<file path="src/rtl/spelled_digit_translator_pkg.sv">
// Shared definitions for the calibration stream stages:
// ASCII constants, spelled-word table and summing-stage state.
package spelled_digit_translator_pkg;

  localparam logic [7:0] ASCII_ZERO = 8'd48;
  localparam logic [7:0] ASCII_NINE = 8'd57;
  localparam logic [7:0] ASCII_NL   = 8'd10;

  localparam int NUM_WORDS = 9;

  typedef struct packed {
    logic [39:0] chars;
    logic [2:0]  len;
    logic [3:0]  value;
  } word_t;

  // Words are right-aligned so the last letter sits in the low byte.
  localparam word_t WORDS [NUM_WORDS] = '{
    '{{16'h0, "one"},   3'd3, 4'd1},
    '{{16'h0, "two"},   3'd3, 4'd2},
    '{"three",          3'd5, 4'd3},
    '{{8'h0, "four"},   3'd4, 4'd4},
    '{{8'h0, "five"},   3'd4, 4'd5},
    '{{16'h0, "six"},   3'd3, 4'd6},
    '{"seven",          3'd5, 4'd7},
    '{"eight",          3'd5, 4'd8},
    '{{8'h0, "nine"},   3'd4, 4'd9}
  };

  typedef enum logic [1:0] {
    ST_IDLE,
    ST_FIRST,
    ST_LAST
  } state_t;

  function automatic logic [39:0] len_mask(input logic [2:0] len);
    return ~({40{1'b1}} << ({3'd0, len} * 6'd8));
  endfunction

endpackage

</file>
<file path="src/rtl/spelled_digit_translator_match.sv">
// Combinational spelled-word detector over a 5-byte window
// whose low byte is the byte arriving this cycle.
module spelled_word_match
  import spelled_digit_translator_pkg::*;
(
  input  logic [39:0] window,
  output logic        match,
  output logic [3:0]  value
);

  // Descending scan so the lowest value is the last writer.
  always_comb begin
    match = 1'b0;
    value = 4'd0;
    for (int i = NUM_WORDS - 1; i >= 0; i--) begin
      if ((window & len_mask(WORDS[i].len)) == WORDS[i].chars) begin
        match = 1'b1;
        value = WORDS[i].value;
      end
    end
  end

endmodule

</file>
<file path="src/rtl/spelled_digit_translator.sv">
// Replaces the last letter of each spelled digit in the
// byte stream with its ASCII digit; one cycle latency.
module spelled_digit_translator
  import spelled_digit_translator_pkg::*;
#(
  parameter int COUNT_W = 32
) (
  input  logic               clk,
  input  logic               rst_n,
  input  logic               input_valid,
  input  logic [7:0]         char_in,
  output logic               out_valid,
  output logic [7:0]         char_out,
  output logic [COUNT_W-1:0] word_count,
  output logic [COUNT_W-1:0] line_count
);

  logic [7:0]  hist [4];
  logic [39:0] window;
  logic        match;
  logic [3:0]  value;

  assign window = {hist[3], hist[2], hist[1], hist[0], char_in};

  spelled_word_match u_match (
    .window (window),
    .match  (match),
    .value  (value)
  );

  always_ff @(posedge clk) begin
    if (!rst_n) begin
      out_valid  <= 1'b0;
      char_out   <= 8'h00;
      word_count <= '0;
      line_count <= '0;
      for (int i = 0; i < 4; i++) hist[i] <= 8'h00;
    end else if (input_valid) begin
      out_valid <= 1'b1;
      char_out  <= match ? ASCII_ZERO + {4'd0, value} : char_in;
      if (match) word_count <= word_count + 1'b1;
      if (char_in == ASCII_NL) begin
        line_count <= line_count + 1'b1;
        for (int i = 0; i < 4; i++) hist[i] <= 8'h00;
      end else begin
        hist[0] <= char_in;
        hist[1] <= hist[0];
        hist[2] <= hist[1];
        hist[3] <= hist[2];
      end
    end else begin
      out_valid <= 1'b0;
    end
  end

endmodule

</file>
<file path="config.mk">
export PLATFORM = sky130hd
export DESIGN_NAME = spelled_digit_translator
export DESIGN_NICKNAME = d
export VERILOG_FILES = /design/src/rtl/spelled_digit_translator_pkg.sv /design/src/rtl/spelled_digit_translator_match.sv /design/src/rtl/spelled_digit_translator.sv
export SDC_FILE = /design/constraint.sdc
export NUM_CORES = 1
export LEC_CHECK = 0
export CAP_MARGIN = 20
export CELL_PAD_IN_SITES_DETAIL_PLACEMENT = 1
export CELL_PAD_IN_SITES_GLOBAL_PLACEMENT = 1
export CORE_MARGIN = 10
export CORE_UTILIZATION = 43
export CTS_BUF_LIST = sky130_fd_sc_hd__clkbuf_4 sky130_fd_sc_hd__clkbuf_8
export DETAILED_ROUTE_END_ITERATION = 8
export GPL_TIMING_DRIVEN = 0
export MAX_ROUTING_LAYER = met4
export PLACE_DENSITY_LB_ADDON = 0.1
export SYNTH_ARGS = -nofsm -noshare
export SYNTH_HDL_FRONTEND = slang
export SYNTH_SLANG_ARGS = --single-unit
</file>
<file path="constraint.sdc">
create_clock -name clk -period 2.7 [get_ports clk]
set_input_delay 0.54 -clock clk [delete_from_list [all_inputs] [get_ports clk]]
set_output_delay 0.54 -clock clk [all_outputs]
set_load 0.02 [all_outputs]
</file>
# Yosys cells after proc, flatten, opt, wreduce, memory -nomap -nowiden
# Memory sizes are Yosys's and may differ from the RTL's.
# Cells that the tools add are included.
# totals
out_inout_bits	73
word_cells	65
in_bits	11
reg_bits	73
ramBits	32
n_memories	1
# classes
n_eq_ne	10
bitwise	8
reduce_logical	2
addsub	3
mux	37
# mem_list
memory	depth	width	rd	rd_clocked_by_memory_dff	write_ports	line	source
hist	4	8	4	0	4	spelled_digit_translator.sv:18	logic [7:0] hist [4];
# ops
cell	n
$eq 40x39->1 const B	3
$eq 32x31->1 const B	3
$eq 24x23->1 const B	3
$mux 8	9
$add 32x1->32 const B	2
$mux 4	9
$mux 1	19
$eq 8x4->1 const B	1
$or 1x1->1	8
$add 6x4->7 const A	1
$reduce_and 2->1	2

# Depth between registers and ports, before layout
# depth
word_depth	12
ltp_mapped	9
depth_no_buf	7

# Hierarchy
# From an unflattened synthesis, not the netlist that was laid out.
# unflattened
cells_unflattened	568
hier_area_um2	5181.2
# modules_own_cells
module	cells_per_inst	seq_area_each_um2	area_per_inst_um2	n_inst
spelled_digit_translator	499	2342.2	4713.3	1
spelled_word_match	69	0.0	467.9	1

# Least setup slack after synthesis
# OpenSTA, ideal clock, no wires.
# synth_path
path_kind	input to register
from	input port char_in[4]
to	register line_count[19]
setup_time_ns	0.070
path_stages	7
setup_slack_ns	0.388
t_required_ns	2.630
path_buffers	2
arrival_ns	2.242
cell_sequence	buf_6 > nor4b_2 > nand4b_2 > or4_4 > buf_6 > or3_1 > a21boi_1
# synth_between
elab_chain_len	2
# synth_lines
item	line	source
start, declared	spelled_digit_translator.sv:11	input logic [7:0] char_in,
$eq 8x4->1	spelled_digit_translator.sv:42	if (char_in == ASCII_NL) begin
$reduce_and 2->1 (no source line)	n/a	
end signal, assigned	spelled_digit_translator.sv:43	line_count <= line_count + 1'b1;
end, declared	spelled_digit_translator.sv:15	output logic [COUNT_W-1:0] line_count
# No other way between the ends.
# A chain may end at the register's enable or synchronous reset.

# Worst setup path in the final report
# layout_path
from	input port char_in[7]
to	register char_out[0]
# layout_between
elab_chain_len	12
elab_cells_between_ends	29
classes_between	1 x add/sub; 9 x eq/ne; 19 x mux
# layout_lines
item	line	source
$eq 32x31->1	spelled_digit_translator_match.sv:16	if ((window & len_mask(WORDS[i].len)) == WORDS[i].chars) begin
$mux 4 (9 in series)	spelled_digit_translator_match.sv:16	
$add 6x4->7	spelled_digit_translator.sv:40	char_out <= match ? ASCII_ZERO + {4'd0, value} : char_in;
$mux 8 (*)	spelled_digit_translator.sv:40	
end signal, assigned	spelled_digit_translator.sv:40	
end, declared	spelled_digit_translator.sv:13	output logic [7:0] char_out,
# Every way passes the cells marked *; elsewhere a longest branch is shown, timed or not.

==> flow_summary.ini <==
[layout]
layout.nets = 729
post-route-util_pct = 55.52
final_cell_area_um2 = 7092
diodes = 0
drive_above_1_share_pct = 10.12
final_cells = 893
mostFrequentLayoutCell = dfxtp_1
final_cell_mix = 81 x dfxtp_1, 74 x clkdlybuf4s50_1, 64 x nand2_1, 33 x nand2b_1, 33 x mux2i_1
area_delta_synth_final_pct = 25.37

[logic_synthesis]
syn_avg_cell_area_um2 = 9.228
ys_async_sr_fraction_pct = 0
syn_nets = 626
ys.flop_type = dfxtp_1
synth_cell_types = 57
syn-cell-area_um2 = 5657
yosysTopAreaCellShare_pct = 28.67
synthTopCellsByArea = dfxtp_1 29%, edfxtp_1 13%, mux2i_1 5.8%
ys_seq_area_share_pct = 41.41
yosysWarnings = 0
synth_edf_count = 24
synthCells = 613
yosysTopAreaCell = dfxtp_1
ys_ff_latch = 105

[sta]
hold_viol = 0
period_minus_slack_ns = 2.602
fin_worst_skew_ns = 0.01576
maxSlewHeadroom_pct = 37.03
final.setup.worst_slack_ns = 0.09753
setup_viol = 0
grt_setup_unrepaired = yes
fin_crit_sh_pct = 96.39
final.setup.tns_ns = 0
drv_slew = 0
worst_slew_pin_slew_ns = 0.9435
clock.fmax_mhz = 384.3
timing.hold.ws_ns = 0.4585

[placed_design]
io_buffers = 81
dp_slack_ns = -0.7432
place_area_um2 = 6683
hpwl_mm = 13.28
place_inst = 866
place.gp.congestion = 0.9323

[global_routing]
grt_first_pass_wirelength_mm = 28.79
track_usage_pct = 20.32
grt_pass1_vias = 5307
gr-total-overflow = 0
antenna_found_initial = 0
grt_start_max_net_pins = 25

[critical_path]
critPathTopFamily = simple AND/OR/NAND/NOR gates
cp_num_buf_inv = 3
critPathSlowestCell = nor4_4
endpoint_kind = register
crit_required_ns = 3.03
path_class = primary input to register
arrival_ns = 2.93
worstPathCellList = dlygate4sd2_1 > and4bb_1 > nand4_4 > nor4_4 > nor4_4 > buf_6 > buf_6 > nand3_1 > a31oi_1
r2r_setup_slack_ns = 0.13
cp-start-kind = primary input
critical-path-max-stage-delay_ns = 0.72
crit_path_max_fanout = 10

[floorplan]
core_um2 = 12770
io_pins = 84
start_util_pct = 44.28
rows = 41
die_w_um = 134.7
die_h_um = 134.7
dieArea_um2 = 18140

[power]
ir_worst_vdd_uv = 281.3
combPwrFrac_pct = 7.2
p_leak_nw = 2.589
power_mw = 2.891
p_sw_mw = 0.7788
cellInternalPower_mw = 2.112
p_sw_share_pct = 26.94
pwr-share-seq_pct = 58.3
pwr-share-clk_pct = 34.5
p_per_area_nw_per_um2 = 407.7

[clocking]
cts_buffers = 9
clock_latency_ns = 0.41
clock-root-buffer = clkbuf_8
cts_tree = built
cts_max_level = 3
ctsHoldBuffers = 0
cts_sinks = 105
clkTransAtPathRegs_ns = 0.10
clockBufferDepth = 2

[routing]
drtIter0Drc = 312
ant_nets = 0
totalWireLength_mm = 18.08
wl_per_cell_um = 20.25
drtPass1Iterations = 4
drcViolationCount = 0
vias = 5047
vias_per_cell = 5.652

[run]
max_cap_viol_count = 0

[hold_path]
hold_path_class = primary input to register

[status]
status = finished clean
worst reg2reg max path, cell delays in order, from the launching register on:
cell and delay (ns):
edfxtp_1 0.44, and4b_1 0.41, nand4_1 0.26, buf_4 0.22
nor4_4 0.12, buf_4 0.19, a2111oi_4 0.07, buf_4 0.18
a2111oi_2 0.37, mux2i_1 0.24
synthesized netlist by cell type, drive strengths merged, types with 9 or more instances:
cell type / number
nor2: 12
inv: 14
and2: 29
nor3: 20
a21oi: 25
nand2b: 33
and3: 31
nor4: 12
nand3: 27
dfxtp: 81
clkbuf: 25
xor2: 15
o21ai: 11
edfxtp: 24
a31oi: 11
mux2i: 33
xnor2: 9
nand2: 64
nand4: 29
or3: 11
nor2b: 22
buf: 9
repair_timing:
action                                  in CTS  in global routing
setup buffers                                1                  9
resized for setup                           15                 14
pin swaps                                    4                  5
gates cloned                                 0                  1
endpoints found under the setup margin      38                 47
power by group through the flow:
stage	combinational (mW)	clock [mW]	sequential [mW]
3_5_place_dp	0.203	0	1.72
3_3_place_gp	0.197	0	1.72
6_report	0.209	0.998	1.68
2_1_floorplan	0.110	0	1.71
4_1_cts	0.205	1.02	1.68
5_1_grt	0.226	1.08	1.69
layout make-up:
class / instances / area (um^2)
fill: 1481 / 5682
multi-input combinational: 461 / 3229
sequential: 105 / 2342
timing repair buffer: 91 / 888.4
tap: 172 / 215.2
buffer: 34 / 173.9
clock buffer: 11 / 145.1
inverter: 14 / 52.55
clock inverter: 5 / 45.04
worst paths after layout:
check / from / to / depth (start not counted)
setup reg to reg: hist[1][7]$_SDFFCE_PN0P_ / word_count[9]$_SDFFE_PN0P_ / 9
hold reg to reg: char_out[7]$_SDFFE_PN0P_ / char_out[7]$_SDFFE_PN0P_ / 1
hold / removal: char_in[4] / char_out[4]$_SDFFE_PN0P_ / 3
setup / recovery: char_in[7] / char_out[0]$_SDFFE_PN0P_ / 9
cell families after synthesis:
logic type | Yosys count | share of synthesized area, %
AO/OA/AOI/OAI | 71 | 8.450
adder cells (fa/ha/maj) | 2 | 0.4423
buffers and inverters | 48 | 3.893
XOR/XNOR | 24 | 3.716
AND/OR/NAND/NOR | 330 | 36.25
flip-flops | 105 | 41.41
multiplexers | 33 | 5.839
per-layer routing:
layer	track usage, %	wire (um)
met5	-	0
met4	9.190	444
met3	3.042	548
met2	33.32	8892
met1	24.19	8193
sequential cells by signal, indices dropped and copies added, names as in the netlist:
name and count:
hist 32, line_count 32, word_count 32, char_out 8, out_valid 1
No activity file was read; power rests on OpenSTA's default activity.
